[src/rtl/pixel_plot_fifo_pkg.sv]
// Shared types and constants for the pixel plot FIFO: pixel record, screen
// bounds, output colour palette and frame-tracking FSM states.
package plot_pkg;

  typedef struct packed {
    logic [7:0] x;
    logic [6:0] y;
    logic [2:0] colour;
  } pixel_t;

  localparam logic [7:0] SCREEN_W = 8'd160;
  localparam logic [6:0] SCREEN_H = 7'd120;

  // Gray-code ramp so adjacent iteration bands differ in one colour bit
  localparam logic [2:0] PALETTE [8] = '{3'd0, 3'd1, 3'd3, 3'd2, 3'd6, 3'd7, 3'd5, 3'd4};

  typedef enum logic [1:0] {
    IDLE  = 2'd0,
    RUN   = 2'd1,
    DRAIN = 2'd2,
    DONE  = 2'd3
  } fifo_state_t;

  function automatic logic coord_in_range(input logic [7:0] x, input logic [6:0] y);
    return (x < SCREEN_W) && (y < SCREEN_H);
  endfunction

endpackage

[src/rtl/pixel_plot_fifo_ram.sv]
// Pixel storage for the plot FIFO: synchronous write, asynchronous read,
// contents deliberately left unreset.
module pixel_fifo_ram
  import plot_pkg::*;
#(
  parameter int DEPTH = 16
) (
  input  logic                     clk,
  input  logic                     we,
  input  logic [$clog2(DEPTH)-1:0] waddr,
  input  pixel_t                   wdata,
  input  logic [$clog2(DEPTH)-1:0] raddr,
  output pixel_t                   rdata
);

  pixel_t mem_q [DEPTH];

  // Write port
  always_ff @(posedge clk) begin
    if (we) begin
      mem_q[waddr] <= wdata;
    end
  end

  assign rdata = mem_q[raddr];

endmodule

[src/rtl/pixel_plot_fifo.sv]
// First-word-fall-through pixel FIFO between the Mandelbrot generator and the
// VGA adapter, with frame-done tracking and sticky drop/out-of-range flags.
// Optional build macro PIXEL_PLOT_PALETTE_EN remaps out_colour through PALETTE.
module pixel_plot_fifo
  import plot_pkg::*;
#(
  parameter int DEPTH    = 16,
  parameter int AF_LEVEL = DEPTH - 2
) (
  input  logic                   clk,
  input  logic                   rst,
  input  logic [7:0]             in_x,
  input  logic [6:0]             in_y,
  input  logic [2:0]             in_colour,
  input  logic                   in_plot,
  input  logic                   in_done,
  output logic                   full,
  output logic                   almost_full,
  output logic [$clog2(DEPTH):0] count,
  output logic [7:0]             out_x,
  output logic [6:0]             out_y,
  output logic [2:0]             out_colour,
  output logic                   out_plot,
  input  logic                   out_ready,
  output logic                   frame_done,
  output logic                   overflow,
  output logic                   bad_coord
);

  localparam int PTR_W = $clog2(DEPTH);
  localparam int CNT_W = PTR_W + 1;

  localparam logic [PTR_W-1:0] PTR_ONE  = PTR_W'(1);
  localparam logic [CNT_W-1:0] CNT_ZERO = CNT_W'(0);
  localparam logic [CNT_W-1:0] CNT_ONE  = CNT_W'(1);
  localparam logic [CNT_W-1:0] CNT_FULL = CNT_W'(DEPTH);
  localparam logic [CNT_W-1:0] CNT_AF   = CNT_W'(AF_LEVEL);

  logic [PTR_W-1:0] wr_ptr_q, wr_ptr_d;
  logic [PTR_W-1:0] rd_ptr_q, rd_ptr_d;
  logic [CNT_W-1:0] count_q, count_d;
  logic             full_q, full_d;
  logic             almost_full_q, almost_full_d;
  logic             valid_q, valid_d;
  logic             overflow_q, overflow_d;
  logic             bad_coord_q, bad_coord_d;
  logic             frame_done_q, frame_done_d;
  fifo_state_t      state_q, state_d;

  logic   in_range_s;
  logic   push_s;
  logic   pop_s;
  pixel_t wr_pix_s;
  pixel_t rd_pix_s;

  // Handshake decode, pointer/occupancy next state and sticky error flags
  always_comb begin
    in_range_s = coord_in_range(in_x, in_y);
    pop_s      = valid_q & out_ready;
    // A full FIFO still accepts when the head leaves in the same cycle
    push_s     = in_plot & in_range_s & (~full_q | pop_s);

    wr_pix_s.x      = in_x;
    wr_pix_s.y      = in_y;
    wr_pix_s.colour = in_colour;

    wr_ptr_d = push_s ? (wr_ptr_q + PTR_ONE) : wr_ptr_q;
    rd_ptr_d = pop_s  ? (rd_ptr_q + PTR_ONE) : rd_ptr_q;

    case ({push_s, pop_s})
      2'b10:   count_d = count_q + CNT_ONE;
      2'b01:   count_d = count_q - CNT_ONE;
      default: count_d = count_q;
    endcase

    full_d        = (count_d == CNT_FULL);
    almost_full_d = (count_d >= CNT_AF);
    valid_d       = (count_d != CNT_ZERO);

    // Out-of-range pixels never reach the overflow check
    overflow_d  = overflow_q | (in_plot & in_range_s & full_q & ~pop_s);
    bad_coord_d = bad_coord_q | (in_plot & ~in_range_s);
  end

  // Frame-tracking FSM next state and registered frame_done
  always_comb begin
    state_d = state_q;
    case (state_q)
      IDLE: begin
        if (push_s) begin
          state_d = RUN;
        end else if (in_done) begin
          state_d = DONE;
        end else begin
          state_d = IDLE;
        end
      end
      RUN: begin
        if (in_done && (count_q == CNT_ZERO) && !push_s) begin
          state_d = DONE;
        end else if (in_done) begin
          state_d = DRAIN;
        end else begin
          state_d = RUN;
        end
      end
      DRAIN: begin
        if ((count_q == CNT_ZERO) && !push_s) begin
          state_d = DONE;
        end else begin
          state_d = DRAIN;
        end
      end
      DONE: begin
        if (!in_done) begin
          state_d = IDLE;
        end else begin
          state_d = DONE;
        end
      end
      default: state_d = IDLE;
    endcase
    frame_done_d = (state_d == DONE);
  end

  // State registers
  always_ff @(posedge clk or posedge rst) begin
    if (rst) begin
      wr_ptr_q      <= '0;
      rd_ptr_q      <= '0;
      count_q       <= CNT_ZERO;
      full_q        <= 1'b0;
      almost_full_q <= 1'b0;
      valid_q       <= 1'b0;
      overflow_q    <= 1'b0;
      bad_coord_q   <= 1'b0;
      frame_done_q  <= 1'b0;
      state_q       <= IDLE;
    end else begin
      wr_ptr_q      <= wr_ptr_d;
      rd_ptr_q      <= rd_ptr_d;
      count_q       <= count_d;
      full_q        <= full_d;
      almost_full_q <= almost_full_d;
      valid_q       <= valid_d;
      overflow_q    <= overflow_d;
      bad_coord_q   <= bad_coord_d;
      frame_done_q  <= frame_done_d;
      state_q       <= state_d;
    end
  end

  pixel_fifo_ram #(
    .DEPTH(DEPTH)
  ) u_ram (
    .clk  (clk),
    .we   (push_s),
    .waddr(wr_ptr_q),
    .wdata(wr_pix_s),
    .raddr(rd_ptr_q),
    .rdata(rd_pix_s)
  );

  assign full        = full_q;
  assign almost_full = almost_full_q;
  assign count       = count_q;
  assign out_plot    = valid_q;
  assign out_x       = rd_pix_s.x;
  assign out_y       = rd_pix_s.y;
`ifdef PIXEL_PLOT_PALETTE_EN
  assign out_colour  = PALETTE[rd_pix_s.colour];
`else
  assign out_colour  = rd_pix_s.colour;
`endif
  assign frame_done  = frame_done_q;
  assign overflow    = overflow_q;
  assign bad_coord   = bad_coord_q;

endmodule
[config.mk]
export PLATFORM = sky130hd
export DESIGN_NAME = pixel_plot_fifo
export DESIGN_NICKNAME = d
export VERILOG_FILES = /design/src/rtl/pixel_plot_fifo_pkg.sv /design/src/rtl/pixel_plot_fifo_ram.sv /design/src/rtl/pixel_plot_fifo.sv
export SDC_FILE = /design/constraint.sdc
export NUM_CORES = 1
export LEC_CHECK = 0
export CAP_MARGIN = 20
export CORE_MARGIN = 2
export CORE_UTILIZATION = 30
export CTS_CLUSTER_SIZE = 20
export DETAILED_ROUTE_END_ITERATION = 10
export SYNTH_ARGS = -nofsm -noshare
export SYNTH_HDL_FRONTEND = slang
export SYNTH_HIERARCHICAL = 1
export SYNTH_SLANG_ARGS = --single-unit
[constraint.sdc]
create_clock -name clk -period 7.4 [get_ports clk]
set_input_delay 1.11 -clock clk [delete_from_list [all_inputs] [get_ports clk]]
set_output_delay 1.11 -clock clk [all_outputs]
set_load 0.005 [all_outputs]
==> reports/qor.yml <==
global_route:
  first_global_vias: 6060
  grt_pass1_wl_um: 38700
  grt_max_degree: 42
  grt_usage_pct: 12.5
  antenna_found_initial: 1
  overflow: 0
finish:
  nets: 678
  design_area_mm2: 0.0144
  drive_above_1_share_pct: 21.7
  antenna_cells: 0
  stdcell_count: 1199
  syn_to_final_growth_pct: 19.2
  fin_util_pct: 36.2
critical_path:
  critPathSlowestCell: "dfrtp_4"
  critPathCaptureType: "output pin"
  slowest_delay_ps: 890
  r2r_slack_ps: 4540
  startpoint: "rd_ptr_q[0]$_DFFE_PP0P_"
  reg2reg_depth: 6
  critPathKind: "flip-flop to output pin"
  required_ps: 6290
  setup.worst_path.start_class: "flip-flop"
  worstPathCellList: "buf_4 > mux4_1 > a22oi_1 > nand2_1 > clkdlybuf4s50_1"
  critPathArrivalTime_ps: 3760
  worstPathMaxFanout: 40
  timing.rr.start: "full$_DFF_PP0_"
  reg2reg_to: "u_ram/mem_q[0][3]$_DFFE_PP_"
synthesis:
  yosys_warnings: 6
  synth_nets: 596
  synthFlopType: "edfxtp_1"
  ys_seq_elements: 309
  synth_area_leaders: "edfxtp_1, mux4_2, mux4_1"
  syn_avg_cell_area_um2: 21.3
  ys_seq_area_share_pct: 76.0
  synthCells: 568
  synth_edf_count: 288
  synthArstFlopShare_pct: 6.80
  yosysTopAreaCellShare_pct: 71.6
  ys_types: 45
  yosysTopAreaCell: "edfxtp_1"
  synth_area_mm2: 0.0121
sta:
  final.period_utilization_pct: 65.8
  final_max_slew_viol_count: 0
  min_period_ps: 4870
  slew_headroom_pct: 37.7
  report.final.setup_viol: 0
  fmax_mhz: 205
  tns_ps: 0
  tightest_slew_ps: 929
  finalHoldViolCount: 0
  grt_setup_unrepaired: "false"
  fin_skew_ps: 17.2
clock_tree:
  cts_tree: "done"
  root_buffer: "clkbuf_16"
  numCtsBuffers: 34
  clock_sinks: 309
  cts_setup_buffers: 0
  clk_latency_ps: 510
  hold_buffers: 0
  clk_pin_slew_worst_paths_ps: 60
  h-tree-depth: 2
  cts_resized: 0
  clockBufferDepth: 3
floorplan:
  core_area_mm2: 0.0397
  die-area_mm2: 0.0419
  rows: 73
  start_util_pct: 30.4
  fp.dieW_um: 205
  ios: 52
  fp.dieH_um: 205
power_and_ir_drop:
  p_sw_share_pct: 29.5
  p_clk_share_pct: 28.9
  p_int_mw: 3.74
  p_comb_share_pct: 28.5
  switchingPower_mw: 1.57
  powerDensity_mw_per_mm2: 369
  p_leak_nw: 4.65
  ir_drop_uv: 184
  seqPwrFrac_pct: 42.5
placed_design:
  dpl.hpwl_um: 15300
  gp_congestion: 0.745
  numPortBuffers: 51
  placed_area_mm2: 0.0134
  dp_cells: 1139
drt:
  vias_per_cell: 4.89
  first_pass_iters: 4
  wl_per_cell_um: 21.5
  vias: 5858
  drt_wl_total_um: 25800
  drt_iter0_drc: 481
  postRouteAntennaNets: 0
  drc_errors: 0
hold_path:
  hold_path.class: "flip-flop to flip-flop"
  holdPathEnd: "overflow$_DFF_PP0_"
  whs_path_depth: 1
  worstHoldStart: "overflow$_DFF_PP0_"
status:
  status: "finished clean"
run:
  cap_viol_max_count: 0
==> placed cells by master, fill, tap and decap left out, types with 3 or more instances in the layout <==
master | Yosys | final
buf_8 | 0 | 4
nand2_1 | 28 | 28
nor3_2 | 0 | 4
clkdlybuf4s50_1 | 0 | 51
clkbuf_1 | 8 | 6
clkinv_1 | 0 | 10
nor2_1 | 18 | 5
o21ai_0 | 5 | 5
inv_1 | 6 | 6
and2_1 | 3 | 3
o31ai_1 | 3 | 3
clkbuf_16 | 0 | 35
xor2_1 | 5 | 5
ha_1 | 5 | 5
nor2_2 | 0 | 13
mux4_2 | 50 | 50
edfxtp_1 | 288 | 288
mux4_1 | 22 | 22
nand4_1 | 3 | 3
dfrtp_1 | 21 | 19
a21oi_1 | 5 | 5
xnor2_1 | 9 | 9
clkinv_2 | 0 | 4
nand2b_1 | 6 | 6
buf_4 | 3 | 16
a22oi_1 | 36 | 36
==> through the flow <==
step / power [mW] / worst slack [ps] / hold WS, ps
2_1_floorplan: 3.17 / 3410 / 451
3_3_place_gp: 3.79 / 2670 / 441
3_5_place_dp: 3.84 / 2630 / 450
4_1_cts: 5.39 / 2440 / 468
5_1_grt: 5.58 / 2280 / 498
6_report: 5.31 / 2530 / 458
==> layout make-up <==
type / instances / area, um2
Fill cell: 3638 / 25300
Sequential cell: 309 / 9180
Multi-Input combinational cell: 225 / 2770
Clock buffer: 41 / 898
Timing Repair Buffer: 73 / 746
Tap cell: 525 / 657
Clock inverter: 19 / 121
Inverter: 7 / 26.3
==> Yosys cell counts (2+ instances only) <==
cell type and instances:
edfxtp_1 288, and2_1 3, nand3b_1 2, buf_2 4, dfrtp_1 21, nand4_1 3, nor3_1 5, a21oi_1 5
mux4_1 22, xor2_1 5, buf_4 3, inv_1 6, ha_1 5, o21ai_0 5, buf_1 5, nor2_1 18
nand2b_1 6, xnor2_1 9, o31ai_1 3, mux4_2 50, clkbuf_1 8, buf_6 6, nor2b_1 2, nand2_1 28
a22oi_1 36
==> state kept, by name, indices dropped and copies added (netlist names) <==
signal	count
u_ram/mem_q	288
count	5
rd_ptr_q	4
wr_ptr_q	4
state_q	2
almost_full	1
bad_coord	1
frame_done	1
full	1
out_plot	1
overflow	1
==> routing by layer <==
layer,vias up,share of wire (%),GRT usage [%]
li1,2537,-,-
met5,-,0.050,0
met4,2,2.6,4.11
met1,3089,45,17.8
met3,50,6.9,2.88
met2,180,45,18.8
==> power groups by stage <==
stage	logic, mW	clock network, mW	registers, mW
2_1_floorplan	0.999	0	2.17
3_3_place_gp	1.48	0	2.30
3_5_place_dp	1.53	0	2.30
4_1_cts	1.54	1.58	2.27
5_1_grt	1.64	1.65	2.29
6_report	1.51	1.54	2.26
==> critical path, delay by kind of cell, from the launching register on <==
family / cells / cell delay (ps)
and+or+nand+nor: 1 / 210
buffers and inverters: 2 / 1260
DFF: 1 / 890
muxes: 1 / 640
AOI/OAI and AO/OA: 1 / 230
==> how the worst max path moves through the flow <==
stage,slack [ps],cells after the start,end
after CTS,2440,5,out_y[2]
after global routing,2280,5,out_y[2]
after floorplan,3410,6,u_ram/mem_q[0][0]$_DFFE_PP_
after global placement,2670,7,u_ram/mem_q[1][12]$_DFFE_PP_
after detailed placement,2630,8,u_ram/mem_q[0][16]$_DFFE_PP_
final,2530,5,out_y[2]
==> cell families after synthesis <==
kind of cell	count (synthesis)	synth area share, %
AO/OA/AOI/OAI	57	3.44
flip-flops	309	76.0
buffers and inverters	34	1.58
multiplexers	74	14.3
AND/OR/NAND/NOR	75	3.18
XOR/XNOR	14	1.02
adder cells (fa/ha/maj)	5	0.518
Note: power is estimated with default switching activity, not from simulation.
